--- config.mk ---
export PLATFORM = sky130hd
export DESIGN_NAME = seq_divider
export DESIGN_NICKNAME = d
export VERILOG_FILES = /design/src/rtl/seq_divider.sv
export SDC_FILE = /design/constraint.sdc
export NUM_CORES = 1
export LEC_CHECK = 0
export ABC_CLOCK_PERIOD_IN_PS = 4200
export BUFFER_PORTS_ARGS = -buffer_cell sky130_fd_sc_hd__buf_4
export CAP_MARGIN = 40
export CORE_MARGIN = 1.5
export CORE_UTILIZATION = 38
export DETAILED_ROUTE_END_ITERATION = 12
export PLACE_DENSITY = 0.61
export REMOVE_ABC_BUFFERS = 1
export SLEW_MARGIN = 20
export SYNTH_ARGS = -nofsm -noshare
export SYNTH_HDL_FRONTEND = slang
export SYNTH_SLANG_ARGS = --single-unit
export TNS_END_PERCENT = 1
--- constraint.sdc ---
create_clock -name clk -period 4.2 [get_ports clk]
set_clock_uncertainty 0.2 [all_clocks]
set_input_delay 0.63 -clock clk [delete_from_list [all_inputs] [get_ports clk]]
set_output_delay 0.63 -clock clk [all_outputs]
set_load 0.05 [all_outputs]
--- src/rtl/seq_divider.sv ---
`default_nettype none
// ============================================================================
// Module      : seq_divider
// Description : Multi-cycle restoring integer divider. It produces one quotient
//               bit per cycle by trial subtraction. Operands and results move
//               over valid/ready handshakes, so there is no combinational
//               divide path.
//   clk          in   1      clock, rising-edge active
//   rst          in   1      synchronous active-high reset (aborts op in flight)
//   in_valid     in   1      dividend/divisor valid
//   in_ready     out  1      operands accepted (high only in IDLE)
//   dividend     in   WIDTH  numerator
//   divisor      in   WIDTH  denominator
//   out_valid    out  1      result valid (high only in DONE)
//   out_ready    in   1      consumer accepts result
//   quotient     out  WIDTH  result quotient
//   remainder    out  WIDTH  result remainder
//   div_by_zero  out  1      divisor was zero for this result
// Build option: define SIGNED_DIV_EN for two's-complement operands.
// Revision    : 1.0  initial release
// ============================================================================
module seq_divider #(
    parameter int WIDTH = 32
) (
    input  logic             clk,
    input  logic             rst,
    input  logic             in_valid,
    output logic             in_ready,
    input  logic [WIDTH-1:0] dividend,
    input  logic [WIDTH-1:0] divisor,
    output logic             out_valid,
    input  logic             out_ready,
    output logic [WIDTH-1:0] quotient,
    output logic [WIDTH-1:0] remainder,
    output logic             div_by_zero
);

    localparam int CNT_W = $clog2(WIDTH);

    typedef enum logic [1:0] {
        S_IDLE = 2'd0,
        S_BUSY = 2'd1,
        S_DONE = 2'd2
    } state_t;

    state_t             r_state;
    state_t             w_state_next;

    logic [WIDTH-1:0]   r_q;        // dividend shifting out / quotient shifting in
    logic [WIDTH-1:0]   r_rem;      // running partial remainder
    logic [WIDTH-1:0]   r_dvsr;     // latched divisor (magnitude)
    logic [CNT_W-1:0]   r_cnt;
    logic [WIDTH-1:0]   r_quot;
    logic [WIDTH-1:0]   r_remd;
    logic               r_dbz;

    logic [WIDTH-1:0]   w_partial;
    logic [WIDTH:0]     w_diff;
    logic [WIDTH-1:0]   w_q_step;
    logic [WIDTH-1:0]   w_rem_step;
    logic [WIDTH-1:0]   w_quot_fin;
    logic [WIDTH-1:0]   w_rem_fin;
    logic [WIDTH-1:0]   w_dvnd_mag;
    logic [WIDTH-1:0]   w_dvsr_mag;
    logic               w_last;
    logic               w_div_zero;

    // One restoring step: shift the next dividend bit into the remainder and
    // keep the subtraction only when it does not borrow.
    assign w_partial  = {r_rem[WIDTH-2:0], r_q[WIDTH-1]};
    assign w_diff     = {1'b0, w_partial} - {1'b0, r_dvsr};
    assign w_rem_step = w_diff[WIDTH] ? w_partial : w_diff[WIDTH-1:0];
    assign w_q_step   = {r_q[WIDTH-2:0], ~w_diff[WIDTH]};
    assign w_last     = (r_cnt == CNT_W'(WIDTH - 1));
    assign w_div_zero = (divisor == '0);

`ifdef SIGNED_DIV_EN
    logic r_neg_q;
    logic r_neg_r;

    // Divide magnitudes; MIN maps onto itself, which is the correct unsigned
    // magnitude 2^(WIDTH-1), so MIN / -1 naturally yields quotient MIN.
    assign w_dvnd_mag = dividend[WIDTH-1] ? -dividend : dividend;
    assign w_dvsr_mag = divisor[WIDTH-1]  ? -divisor  : divisor;
    assign w_quot_fin = r_neg_q ? -w_q_step   : w_q_step;
    assign w_rem_fin  = r_neg_r ? -w_rem_step : w_rem_step;

    always_ff @(posedge clk) begin
        if (rst) begin
            r_neg_q <= 1'b0;
            r_neg_r <= 1'b0;
        end else if (r_state == S_IDLE && in_valid) begin
            r_neg_q <= dividend[WIDTH-1] ^ divisor[WIDTH-1];
            r_neg_r <= dividend[WIDTH-1];
        end
    end
`else
    assign w_dvnd_mag = dividend;
    assign w_dvsr_mag = divisor;
    assign w_quot_fin = w_q_step;
    assign w_rem_fin  = w_rem_step;
`endif

    // State register
    always_ff @(posedge clk) begin
        if (rst) begin
            r_state <= S_IDLE;
        end else begin
            r_state <= w_state_next;
        end
    end

    // Next-state and handshake outputs
    always_comb begin
        w_state_next = r_state;
        in_ready     = 1'b0;
        out_valid    = 1'b0;
        case (r_state)
            S_IDLE: begin
                in_ready = 1'b1;
                if (in_valid) begin
                    w_state_next = w_div_zero ? S_DONE : S_BUSY;
                end
            end
            S_BUSY: begin
                if (w_last) begin
                    w_state_next = S_DONE;
                end
            end
            S_DONE: begin
                out_valid = 1'b1;
                if (out_ready) begin
                    w_state_next = S_IDLE;
                end
            end
            default: begin
                w_state_next = S_IDLE;
            end
        endcase
    end

    // Datapath. Result registers are only written on entry to DONE, so they
    // stay stable while the consumer stalls.
    always_ff @(posedge clk) begin
        if (rst) begin
            r_q    <= '0;
            r_rem  <= '0;
            r_dvsr <= '0;
            r_cnt  <= '0;
            r_quot <= '0;
            r_remd <= '0;
            r_dbz  <= 1'b0;
        end else begin
            case (r_state)
                S_IDLE: begin
                    if (in_valid) begin
                        r_q    <= w_dvnd_mag;
                        r_rem  <= '0;
                        r_dvsr <= w_dvsr_mag;
                        r_cnt  <= '0;
                        if (w_div_zero) begin
                            r_quot <= '1;
                            r_remd <= dividend;
                            r_dbz  <= 1'b1;
                        end
                    end
                end
                S_BUSY: begin
                    r_q   <= w_q_step;
                    r_rem <= w_rem_step;
                    r_cnt <= r_cnt + CNT_W'(1);
                    if (w_last) begin
                        r_quot <= w_quot_fin;
                        r_remd <= w_rem_fin;
                        r_dbz  <= 1'b0;
                    end
                end
                default: begin
                end
            endcase
        end
    end

    assign quotient    = r_quot;
    assign remainder   = r_remd;
    assign div_by_zero = r_dbz;

endmodule
`default_nettype wire

==> metrics.md <==
| Metric | Value |
|---|---|
| Status | completed |
| Postcts setup bufs | 0 |
| Synth cell count leaders | nand2_1 (209), dfxtp_1 (167), a21oi_1 (110), nor2_1 (95), o21ai_0 (67) |
| Ys async rst share | 0% |
| Max Slew Vio Count | 0 |
| Clock tree buffer depth | 2 |
| CP arrival | approximately 3.8 ns |
| Unrepaired setup endpoints after global routing | no |
| Syn-to-layout area delta | 20.98% |
| Max-Cap Viols | 0 |
| PortBufs | 134 |
| Die Ht | between 150 and 200 µm |
| DRT Wirelength | roughly 25000 µm |
| Routed vias | 8129 |
| CTS resizes | 0 |
| Router iterations before antenna repair | 5 |
| Leakage power | 4.274 nW |
| Final Cell Area | 10410 µm² |
| First-pass GRT wire length | 40590 µm |
| Post-Synthesis Cells | 1083 |
| Initial antenna violation count | 0 |
| Cell taking the most area after synthesis | dfxtp_1 |
| Synth warn | 0 |
| Number of global-route vias before repair | 7640 |
| Reg2Reg Setup Slack | 0.60 ns |
| Final worst path period share | 85.78% |
| Worst IR drop on VDD | about 0.5 mV |
| Placer Congestion | ~0.91 |
| DP HPWL | 18540 µm |
| DRT iter0 DRCs | 487 |
| Gr usage total | 21.67% |
| CP startpoint kind | flop |
| CTS tree | yes |
| CTS root buffer | clkbuf_16 |
| Netlist Area Pre-Place | approximately 8600 µm² |
| Fmax | 277.6 MHz |
| Final setup viols | 0 |
| Hold crit path type | input pin to flop |
| Setup tns final | 0 ns |
| Final nets | 1278 |
| Hold buffer count at cts | 0 |
| Post-layout min period | 3.603 ns |
| Largest net degree at the start of global routing | 61 |
| CP Data Required Time | around 4.4 ns |
| Clock sink total | approximately 170 |
| Slew headroom | 45.37% |
| Ranking of synthesized cells by area | dfxtp_1 (39%), nand2_1 (9.1%), a21oi_1 (6.4%) |
| Die area | 23560 µm² |
| Post-layout util | about 47% |
| Chip width | 153.5 µm |
| CTS buffer count | 17 |
| Core footprint | 22030 µm² |
| Syn_area_per_cell | between 7 and 8 µm² |
| # DRC | 0 |
| CP Class | flop to flop |
| Number of synthesized flops with an enable pin | 0 |
| Seq cells post-synth | ~170 |
| Vias per cell | 5.541 |
| Most used DFF post-synth | dfxtp_1 |
| P per Cell Area | 756.5 nW/µm² |
| Least-Margin Pin Slew | 0.8194 ns |
| Crit-path max FO | 26 |
| Detailed-route wire length per cell | 17.33 µm |
| Final Hold Viols | 0 |
| Synth unique cells | 63 |
| Synth top area share | 38.84% |
| Sequential-to-total area share from yosys stat | 38.84% |
| Ratio of cells with drive above 1 in the final layout | 19.71% |
| Initial Util | roughly two fifths |
| H-tree depth | 4 |
| GRT Residual Overflow | 0 |
| Diodes inserted | 0 |
| Site row count | 54 |
| I/O pin count | 135 |
| Clock Latency Late Sink | approximately 0.44 ns |
| Top-count cell post-synth | nand2_1 |
| Kind of end point of the critical path | flop |
| DRT antenna net count | 0 |
| Clock transition at the registers of the reported paths | approximately 0.07 ns |
| Area after DPL | 9828 µm² |
-- per-layer routing --
layer  global-route usage, %  vias up  part of all wire [%]
li1                        -     4039                     -
met1                   29.58     3821                    47
met2                   34.20      231                    46
met3                   4.256       38                   5.1
met4                   7.397        0                   2.1
met5                       0        -                     0
-- worst max-delay path, cell delays in order (launching register included) --
cell	delay [ns]
dfxtp_1	0.35
inv_1	0.08
ha_1	0.21
fa_1	0.39
or2b_1	0.26
a21oi_1	0.21
o211ai_1	0.21
a21oi_1	0.29
o32ai_4	0.25
buf_4	0.31
and2_1	0.19
a211oi_1	0.30
a211oi_1	0.09
nor3_1	0.17
-- report_power, final --
group	switching [mW]	internal [mW]	total (mW)
registers	0.154	1.75	1.90
logic	2.67	1.74	4.41
clock network	0.692	0.871	1.56
-- final timing paths --
path,startpoint,endpoint,depth (start not counted)
max,r_q[31]$_SDFFE_PP0P_,remainder[0]$_SDFFE_PP0P_,13
min,divisor[4],r_dvsr[4]$_SDFFE_PP0P_,3
max reg2reg,r_q[31]$_SDFFE_PP0P_,remainder[0]$_SDFFE_PP0P_,13
min reg2reg,r_dvsr[11]$_SDFFE_PP0P_,r_dvsr[11]$_SDFFE_PP0P_,2
-- layout make-up --
cell class,count,area [µm²]
clock buffer,20,466.7
clock inverter,12,117.6
fill,2234,11610
inverter,39,146.4
multi-input combinational,795,4812
sequential,167,3343
tap,280,350.3
timing repair buffer,154,1176
-- cell families after synthesis --
group	Yosys count	synth area share, %
AO/OA/AOI/OAI	327	26.24
XOR/XNOR	27	2.748
adder cells (fa/ha/maj)	36	5.321
buffers and inverters	121	5.596
flip-flops	167	38.84
multiplexers	22	2.558
AND/OR/NAND/NOR	383	18.69
-- registers in the layout (all words and copies together), names as in the netlist --
signal,cells
div_by_zero,1
quotient,32
r_cnt,5
r_dvsr,32
r_q,32
r_rem,31
r_state,2
remainder,32
-- per-stage QoR --
stage / power [mW] / hold slack, ns / setup slack (ns) / cells
floorplan: 5.121 / 0.2303 / -0.3560 / 1001
global placement: 6.275 / 0.2454 / 0.6853 / 1433
detailed placement: 6.290 / 0.2476 / 0.6561 / 1435
CTS: 7.875 / 0.2280 / 0.6289 / 1467
global route: 8.443 / 0.2281 / 0.2882 / 1467
finish: 7.878 / 0.2428 / 0.5971 / 1467
-- placed cells by master, fill, tap and decap left out, types with 15 or more instances in the layout --
cell type,netlist,layout
a211oi_1,19,19
a21oi_1,110,109
a311oi_1,32,32
buf_4,3,153
clkbuf_16,0,17
dfxtp_1,167,167
ha_1,35,35
inv_1,37,37
mux2i_1,22,22
nand2_1,209,208
nor2_1,95,95
nor3_1,18,17
o21ai_0,67,67
o221a_2,30,30
xor2_1,15,15
Power figures use the tool's default switching activity.
